$ cat src/rtl/vedic_mul16_seq_ctrl_if.sv
`default_nettype none
// ============================================================================
//  Module   : vedic_mul16_seq_ctrl_if
//  Brief    : Request/result handshake bundle for the sequential 16x16
//             Vedic multiplier controller, with status outputs.
//  Revision : 1.0 - initial release
// ============================================================================
interface vedic_mul16_seq_ctrl_if #(
    parameter int OP_W  = 16,
    parameter int CNT_W = 8
);
    logic                in_valid;
    logic                in_ready;
    logic [OP_W-1:0]     in_a;
    logic [OP_W-1:0]     in_b;
    logic                in_signed;
    logic                flush;
    logic                out_valid;
    logic                out_ready;
    logic [2*OP_W-1:0]   out_p;
    logic                busy;
    logic [CNT_W-1:0]    done_cnt;

    // Controller side
    modport slave (
        input  in_valid, in_a, in_b, in_signed, flush, out_ready,
        output in_ready, out_valid, out_p, busy, done_cnt
    );

    // Request source / result sink side
    modport master (
        output in_valid, in_a, in_b, in_signed, flush, out_ready,
        input  in_ready, out_valid, out_p, busy, done_cnt
    );
endinterface
`default_nettype wire

$ cat src/rtl/vedic_mul16_seq_ctrl.sv
`default_nettype none
// ============================================================================
//  Module   : vedic_mul16_seq_ctrl
//  Brief    : Multi-cycle 16x16 multiplier that time-shares one combinational
//             8x8 Vedic multiplier over four partial products, accumulates
//             them with shifts and applies optional sign correction.
//  Revision : 1.0 - initial release
// ============================================================================

// 8x8 Vedic multiplier: four 4x4 vertical/crosswise products combined.
module vedic_mul8 (
    input  wire logic [7:0]  i_a,
    input  wire logic [7:0]  i_b,
    output logic      [15:0] o_p
);
    logic [7:0] w_ll;
    logic [7:0] w_lh;
    logic [7:0] w_hl;
    logic [7:0] w_hh;

    assign w_ll = {4'b0, i_a[3:0]} * {4'b0, i_b[3:0]};
    assign w_lh = {4'b0, i_a[3:0]} * {4'b0, i_b[7:4]};
    assign w_hl = {4'b0, i_a[7:4]} * {4'b0, i_b[3:0]};
    assign w_hh = {4'b0, i_a[7:4]} * {4'b0, i_b[7:4]};
    assign o_p  = {8'b0, w_ll} + {4'b0, w_lh, 4'b0} + {4'b0, w_hl, 4'b0} + {w_hh, 8'b0};
endmodule

module vedic_mul16_seq_ctrl #(
    parameter int OP_W    = 16,
    parameter bit SIGN_EN = 1'b1,
    parameter int CNT_W   = 8
) (
    input  wire logic                    clk,
    input  wire logic                    rst_n,
    vedic_mul16_seq_ctrl_if.slave        bus
);
    localparam int            HALF   = OP_W / 2;
    localparam int            P_W    = 2 * OP_W;

    localparam logic [1:0]    S_IDLE = 2'd0;
    localparam logic [1:0]    S_MUL  = 2'd1;
    localparam logic [1:0]    S_FIX  = 2'd2;
    localparam logic [1:0]    S_DONE = 2'd3;

    localparam logic [OP_W-1:0]  C_ONE_OP = 1;
    localparam logic [P_W-1:0]   C_ONE_P  = 1;
    localparam logic [CNT_W-1:0] C_ONE_C  = 1;

    logic [1:0]         r_state;
    logic [1:0]         w_next;
    logic [1:0]         r_step;
    logic [OP_W-1:0]    r_a;
    logic [OP_W-1:0]    r_b;
    logic               r_neg;
    logic [P_W-1:0]     r_acc;
    logic [P_W-1:0]     r_out_p;
    logic               r_out_valid;
    logic [CNT_W-1:0]   r_done_cnt;

    logic               w_sa;
    logic               w_sb;
    logic [OP_W-1:0]    w_a_mag;
    logic [OP_W-1:0]    w_b_mag;
    logic [HALF-1:0]    w_ma;
    logic [HALF-1:0]    w_mb;
    logic [4:0]         w_shift;
    logic [OP_W-1:0]    w_pp;
    logic [P_W-1:0]     w_term;
    logic               w_accept;
    logic               w_handshake;

    // Operand sign detection; magnitude in 16-bit unsigned so -32768 -> 0x8000
    assign w_sa    = SIGN_EN && bus.in_signed && bus.in_a[OP_W-1];
    assign w_sb    = SIGN_EN && bus.in_signed && bus.in_b[OP_W-1];
    assign w_a_mag = w_sa ? (~bus.in_a + C_ONE_OP) : bus.in_a;
    assign w_b_mag = w_sb ? (~bus.in_b + C_ONE_OP) : bus.in_b;

    assign w_accept    = (r_state == S_IDLE) && bus.in_valid && !bus.flush;
    assign w_handshake = (r_state == S_DONE) && bus.out_ready && !bus.flush;

    // Partial-product operand and shift selection by step
    always_comb begin
        w_ma    = r_a[HALF-1:0];
        w_mb    = r_b[HALF-1:0];
        w_shift = 5'd0;
        case (r_step)
            2'd0: begin w_ma = r_a[HALF-1:0];    w_mb = r_b[HALF-1:0];    w_shift = 5'd0;  end
            2'd1: begin w_ma = r_a[HALF-1:0];    w_mb = r_b[OP_W-1:HALF]; w_shift = 5'd8;  end
            2'd2: begin w_ma = r_a[OP_W-1:HALF]; w_mb = r_b[HALF-1:0];    w_shift = 5'd8;  end
            default: begin w_ma = r_a[OP_W-1:HALF]; w_mb = r_b[OP_W-1:HALF]; w_shift = 5'd16; end
        endcase
    end

    vedic_mul8 u_mul (
        .i_a (w_ma),
        .i_b (w_mb),
        .o_p (w_pp)
    );

    assign w_term = {{(P_W-OP_W){1'b0}}, w_pp} << w_shift;

    // State register
    always_ff @(posedge clk or negedge rst_n) begin
        if (!rst_n) begin
            r_state <= S_IDLE;
        end else begin
            r_state <= w_next;
        end
    end

    // Next-state logic; flush overrides every transition
    always_comb begin
        w_next = r_state;
        case (r_state)
            S_IDLE:  if (bus.in_valid)   w_next = S_MUL;
            S_MUL:   if (r_step == 2'd3) w_next = S_FIX;
            S_FIX:                       w_next = S_DONE;
            default: if (bus.out_ready)  w_next = S_IDLE;
        endcase
        if (bus.flush) begin
            w_next = S_IDLE;
        end
    end

    // State-decoded outputs
    always_comb begin
        bus.in_ready = 1'b0;
        bus.busy     = 1'b1;
        if (r_state == S_IDLE) begin
            bus.in_ready = 1'b1;
            bus.busy     = 1'b0;
        end
    end

    // Datapath: operand capture, accumulation, sign fix, result and counter
    always_ff @(posedge clk or negedge rst_n) begin
        if (!rst_n) begin
            r_step      <= 2'd0;
            r_a         <= '0;
            r_b         <= '0;
            r_neg       <= 1'b0;
            r_acc       <= '0;
            r_out_p     <= '0;
            r_out_valid <= 1'b0;
            r_done_cnt  <= '0;
        end else if (bus.flush) begin
            r_step      <= 2'd0;
            r_acc       <= '0;
            r_out_valid <= 1'b0;
        end else begin
            if (w_accept) begin
                r_a   <= w_a_mag;
                r_b   <= w_b_mag;
                r_neg <= w_sa ^ w_sb;
                r_acc <= '0;
                r_step <= 2'd0;
            end
            if (r_state == S_MUL) begin
                r_acc  <= r_acc + w_term;
                r_step <= r_step + 2'd1;
            end
            if (r_state == S_FIX) begin
                r_out_p     <= r_neg ? (~r_acc + C_ONE_P) : r_acc;
                r_out_valid <= 1'b1;
            end
            if (w_handshake) begin
                r_out_valid <= 1'b0;
                r_done_cnt  <= r_done_cnt + C_ONE_C;
            end
        end
    end

    assign bus.out_valid = r_out_valid;
    assign bus.out_p     = r_out_p;
    assign bus.done_cnt  = r_done_cnt;
endmodule
`default_nettype wire

$ cat src/flat_wrapper.sv
// flat-port wrapper written by rule: the top's interface ports become plain ports
module vedic_mul16_seq_ctrl_flat 
#(
    parameter int OP_W    = 16,
    parameter bit SIGN_EN = 1'b1,
    parameter int CNT_W   = 8
)
  (clk, rst_n, bus_in_valid, bus_in_a, bus_in_b, bus_in_signed, bus_flush, bus_out_ready, bus_in_ready, bus_out_valid, bus_out_p, bus_busy, bus_done_cnt);
  vedic_mul16_seq_ctrl_if #(.OP_W(OP_W), .CNT_W(CNT_W)) bus_i ();
  input  wire logic clk;
  input  wire logic rst_n;
  input wire logic [$bits(bus_i.in_valid)-1:0] bus_in_valid;
  input wire logic [$bits(bus_i.in_a)-1:0] bus_in_a;
  input wire logic [$bits(bus_i.in_b)-1:0] bus_in_b;
  input wire logic [$bits(bus_i.in_signed)-1:0] bus_in_signed;
  input wire logic [$bits(bus_i.flush)-1:0] bus_flush;
  input wire logic [$bits(bus_i.out_ready)-1:0] bus_out_ready;
  output wire logic [$bits(bus_i.in_ready)-1:0] bus_in_ready;
  output wire logic [$bits(bus_i.out_valid)-1:0] bus_out_valid;
  output wire logic [$bits(bus_i.out_p)-1:0] bus_out_p;
  output wire logic [$bits(bus_i.busy)-1:0] bus_busy;
  output wire logic [$bits(bus_i.done_cnt)-1:0] bus_done_cnt;
  assign bus_i.in_valid = bus_in_valid;
  assign bus_i.in_a = bus_in_a;
  assign bus_i.in_b = bus_in_b;
  assign bus_i.in_signed = bus_in_signed;
  assign bus_i.flush = bus_flush;
  assign bus_i.out_ready = bus_out_ready;
  assign bus_in_ready = bus_i.in_ready;
  assign bus_out_valid = bus_i.out_valid;
  assign bus_out_p = bus_i.out_p;
  assign bus_busy = bus_i.busy;
  assign bus_done_cnt = bus_i.done_cnt;
  vedic_mul16_seq_ctrl #(.OP_W(OP_W), .SIGN_EN(SIGN_EN), .CNT_W(CNT_W)) u_core (.clk(clk), .rst_n(rst_n), .bus(bus_i));
endmodule
$ cat config.mk
export PLATFORM = sky130hd
export DESIGN_NAME = vedic_mul16_seq_ctrl_flat
export DESIGN_NICKNAME = d
export VERILOG_FILES = /design/src/rtl/vedic_mul16_seq_ctrl_if.sv /design/src/rtl/vedic_mul16_seq_ctrl.sv /design/src/flat_wrapper.sv
export SDC_FILE = /design/constraint.sdc
export NUM_CORES = 1
export LEC_CHECK = 0
export BUFFER_PORTS_ARGS = -buffer_cell sky130_fd_sc_hd__buf_2
export CAP_MARGIN = 10
export CORE_MARGIN = 2
export CORE_UTILIZATION = 56
export CTS_BUF_LIST = sky130_fd_sc_hd__clkbuf_16
export DETAILED_ROUTE_END_ITERATION = 6
export PLACE_DENSITY = 0.77
export SETUP_SLACK_MARGIN = 0.02
export SYNTH_ARGS = -nofsm -noshare
export SYNTH_HDL_FRONTEND = slang
export SYNTH_SLANG_ARGS = --single-unit
$ cat constraint.sdc
create_clock -name clk -period 9.1 [get_ports clk]
set_input_delay 1.82 -clock clk [delete_from_list [all_inputs] [get_ports clk]]
set_output_delay 1.82 -clock clk [all_outputs]
set_load 0.02 [all_outputs]
==> impl_summary.log <==
INFO  metric grt_setup_unrepaired = no
INFO  metric drt_iter0_markers = 478
INFO  metric top_ff_cell_synth = sky130_fd_sc_hd__dfrtp_1
INFO  metric vias = 8,504
INFO  metric setup.worst_path.class = register to register
INFO  metric floorplan.initialDensity = 57.5%
INFO  metric sort_of_element_at_the_end_of_the_critical_path = register
INFO  metric wl_per_cell = 14.9 um
INFO  metric tritoncts.num_buffers = 9
INFO  metric startpoint_kind_of_the_worst_setup_timing_path = register
INFO  metric layout-area-overhead-vs-synth = 10.9%
INFO  metric n_fill_cell = 1,500
INFO  metric worst-slew-pin-transition = 1000 ps
INFO  metric drtAntennaViolNets = 0
INFO  metric hold_viol = 0
INFO  metric place.gp.congestion = 0.903
INFO  metric vias_per_cell = 5.71
INFO  metric worst_setup_hold_path_clk_slew = 70 ps
INFO  metric synth-edff-count = 0
INFO  metric synth_largest_type_area_fraction = 27.6%
INFO  metric final_max_slew_viol_count = 0
INFO  metric post-synth-top-count-cell = sky130_fd_sc_hd__nand2_1
INFO  metric number_of_standard_cells_after_synthesis = 1,179
INFO  metric drt-total-wl = 22.2 mm
INFO  metric critPathMaxStageDelay = 540 ps
INFO  metric grt_overflow_total = 0
INFO  metric layout_cells_sized_above_1 = 13.4%
INFO  metric synth.avg_cell_area = 8.47 um2
INFO  metric hpwlAfterDp = 17.7 mm
INFO  metric antenna_violations_before_repair = 0
INFO  metric worst_hold_path_type = register to register
INFO  metric final_net_count = 1,443
INFO  metric die_y = 138 um
INFO  metric critical_path.startpoint = u_core.r_step[0]
INFO  metric fin_setup_tns = 0 ps
INFO  metric drcViolationCount = 0
INFO  metric finClkSkew = 7.77 ps
INFO  metric final_period_minus_worst_setup_slack = 8640 ps
INFO  metric ys_types = 62
INFO  metric max_cap_violations = 0
INFO  metric regToRegStartpoint = u_core.r_step[0]
INFO  metric netlist_area = 9990 um2
INFO  metric synth_seq_cells = 110
INFO  metric cts_max_level = 3
INFO  metric synth_commonest_cells = sky130_fd_sc_hd__nand2_1 (144), sky130_fd_sc_hd__o21ai_0 (121), sky130_fd_sc_hd__ha_1 (117)
INFO  metric crit_path_frequent_cell = sky130_fd_sc_hd__ha_1
INFO  metric globalRouteTotalUtil = 24.7%
INFO  metric clk_latency = 360 ps
INFO  metric ys_warn_count = 0
INFO  metric setup_viol = 0
INFO  metric die_w = 138 um
INFO  metric asyncSetResetFlopFracSynth = 100%
INFO  metric final.period_utilization = 94.9%
INFO  metric yosys-top-cells-area = sky130_fd_sc_hd__dfrtp_1 (28%), sky130_fd_sc_hd__ha_1 (15%), sky130_fd_sc_hd__o21ai_0 (6.1%)
INFO  metric crit_arrival = 8830 ps
INFO  metric post-synth-top-area-cell = sky130_fd_sc_hd__dfrtp_1
INFO  metric hold_path.startpoint = u_core.bus.done_cnt[7]
INFO  metric fp.coreArea = 17,400 um2
INFO  metric numPortBuffers = 80
INFO  metric clock_sink_count = 110
INFO  metric cp.required = 9300 ps
INFO  metric grt_first_pass_wirelength = 37.5 mm
INFO  metric die_area = 18,900 um2
INFO  metric antenna_cells = 0
INFO  metric cts_buffer_depth = 2
INFO  metric boundaryPins = 81
INFO  metric number_of_rows_created_at_floorplan = 48
INFO  metric root_buffer = sky130_fd_sc_hd__clkbuf_16
INFO  metric timing.critical_path.slowest_stage_cell = sky130_fd_sc_hd__fa_1
INFO  metric grt_max_degree = 67
INFO  metric fmax = 116 MHz
INFO  metric first_global_vias = 8,100
INFO  metric status = complete, no violations
INFO  metric synth.net_count = 1,361
INFO  metric worstPathMaxFanout = 8
INFO  metric proportion_of_synthesized_chip_area_in_sequential_cells = 27.6%
INFO  metric tritoncts = done
INFO  metric timing.slew.headroom = 33.0%
INFO  metric drtPass1Iterations = 5
==> cell families (layout without fill, tap and decap cells) <==
family,after synthesis,after routing,share of synthesized area (%)
simple gates,369,369,17.3
compound gates,301,301,18.4
fa+ha+maj,144,144,20.1
buf+inv,122,208,4.59
flops,110,110,27.6
xor+xnor,107,107,9.38
mux,26,26,2.62
==> per-layer routing <==
metal  global-route usage [%]  wire length [um]  vias up
met1                     31.3             10000     3978
met4                     7.22               489        0
met3                     3.27               864       43
met5                        0                 0        -
met2                     43.8             10900      206
li1                         -                 -     4277
==> path summary, 6_finish.rpt <==
| kind | slack (ps) | cells past startpoint | to |
|---|---|---|---|
| setup / recovery | 460 | 38 | u_core.r_acc[25] |
| hold / removal | 470 | 1 | u_core.bus.done_cnt[7] |
| setup reg to reg | 460 | 38 | u_core.r_acc[25] |
| hold reg to reg | 470 | 1 | u_core.bus.done_cnt[7] |
| max in group asynchronous | 6420 | 2 | u_core.r_a[8] |
| min in group asynchronous | 1480 | 1 | u_core.bus.out_p[0] |
==> placed cells by master, fill, tap and decap left out, types with 7 or more instances in the layout <==
master	synthesis	layout
sky130_fd_sc_hd__a211oi_1	8	7
sky130_fd_sc_hd__nor3_1	20	20
sky130_fd_sc_hd__nand4_1	8	8
sky130_fd_sc_hd__a21oi_1	59	58
sky130_fd_sc_hd__xor2_1	55	55
sky130_fd_sc_hd__inv_1	85	85
sky130_fd_sc_hd__ha_1	117	116
sky130_fd_sc_hd__nor2_1	97	97
sky130_fd_sc_hd__nand3_1	9	9
sky130_fd_sc_hd__o31ai_1	17	17
sky130_fd_sc_hd__dfrtp_1	110	110
sky130_fd_sc_hd__a21o_1	27	27
sky130_fd_sc_hd__o21bai_1	7	7
sky130_fd_sc_hd__o21ai_0	121	119
sky130_fd_sc_hd__and2_1	15	15
sky130_fd_sc_hd__fa_1	27	27
sky130_fd_sc_hd__buf_4	0	28
sky130_fd_sc_hd__xnor2_1	52	52
sky130_fd_sc_hd__nor2b_1	7	7
sky130_fd_sc_hd__buf_2	0	79
sky130_fd_sc_hd__nand2_1	144	144
sky130_fd_sc_hd__or2_2	25	25
sky130_fd_sc_hd__clkbuf_16	0	9
sky130_fd_sc_hd__o21a_1	8	8
sky130_fd_sc_hd__mux2i_1	25	25
==> flip-flops by register name (all words and copies together) (netlist names) <==
| name | flops |
|---|---|
| u_core.r_state | 2 |
| u_core.r_step | 2 |
| u_core.r_neg | 1 |
| u_core.r_acc | 32 |
| u_core.r_a | 16 |
| u_core.bus.out_valid | 1 |
| u_core.bus.out_p | 32 |
| u_core.r_b | 16 |
| u_core.bus.done_cnt | 8 |
==> metrics by stage <==
step           hold slack [ps]  area, um2  instances  util, %  setup WS (ps)
3_3_place_gp               455      10700       1473     61.9            536
5_1_grt                    499      11100       1490     63.8           18.1
4_1_cts                    476      11000       1488     63.5            183
3_5_place_dp               462      10700       1473     61.9            266
6_report                   468      11100       1490     63.8            463
2_1_floorplan              449       9990       1179        -            520
==> worst max-delay path, delay by kind of cell, from the launching register on <==
family | cells | cell delay [ps]
adders and majority gates | 9 | 3320
AOI/OAI and AO/OA | 12 | 2350
and+or+nand+nor | 6 | 1070
buffers and inverters | 6 | 600
xor gates and xnor gates | 3 | 500
DFF | 1 | 410
muxes | 2 | 240
==> cell type report <==
class / instances / area [um2] / share of cell area (%)
Inverter: 86 / 323 / 2.92
Clock inverter: 6 / 56.3 / 0.508
Clock buffer: 9 / 225 / 2.03
Multi-Input combinational cell: 947 / 6830 / 61.7
Timing Repair Buffer: 107 / 606 / 5.47
Tap cell: 225 / 282 / 2.54
Sequential cell: 110 / 2750 / 24.9
==> what timing repair did <==
action                                  in CTS  in global routing
buffers inserted                             0                  2
hold endpoints to repair                     0                  0
hold buffers                                 0                  0
resized for setup                            0                 11
endpoints found under the setup margin       0                 10
Power is not shown: default switching activity piles up to over one toggle a cycle in this logic, so the estimate is an artifact.
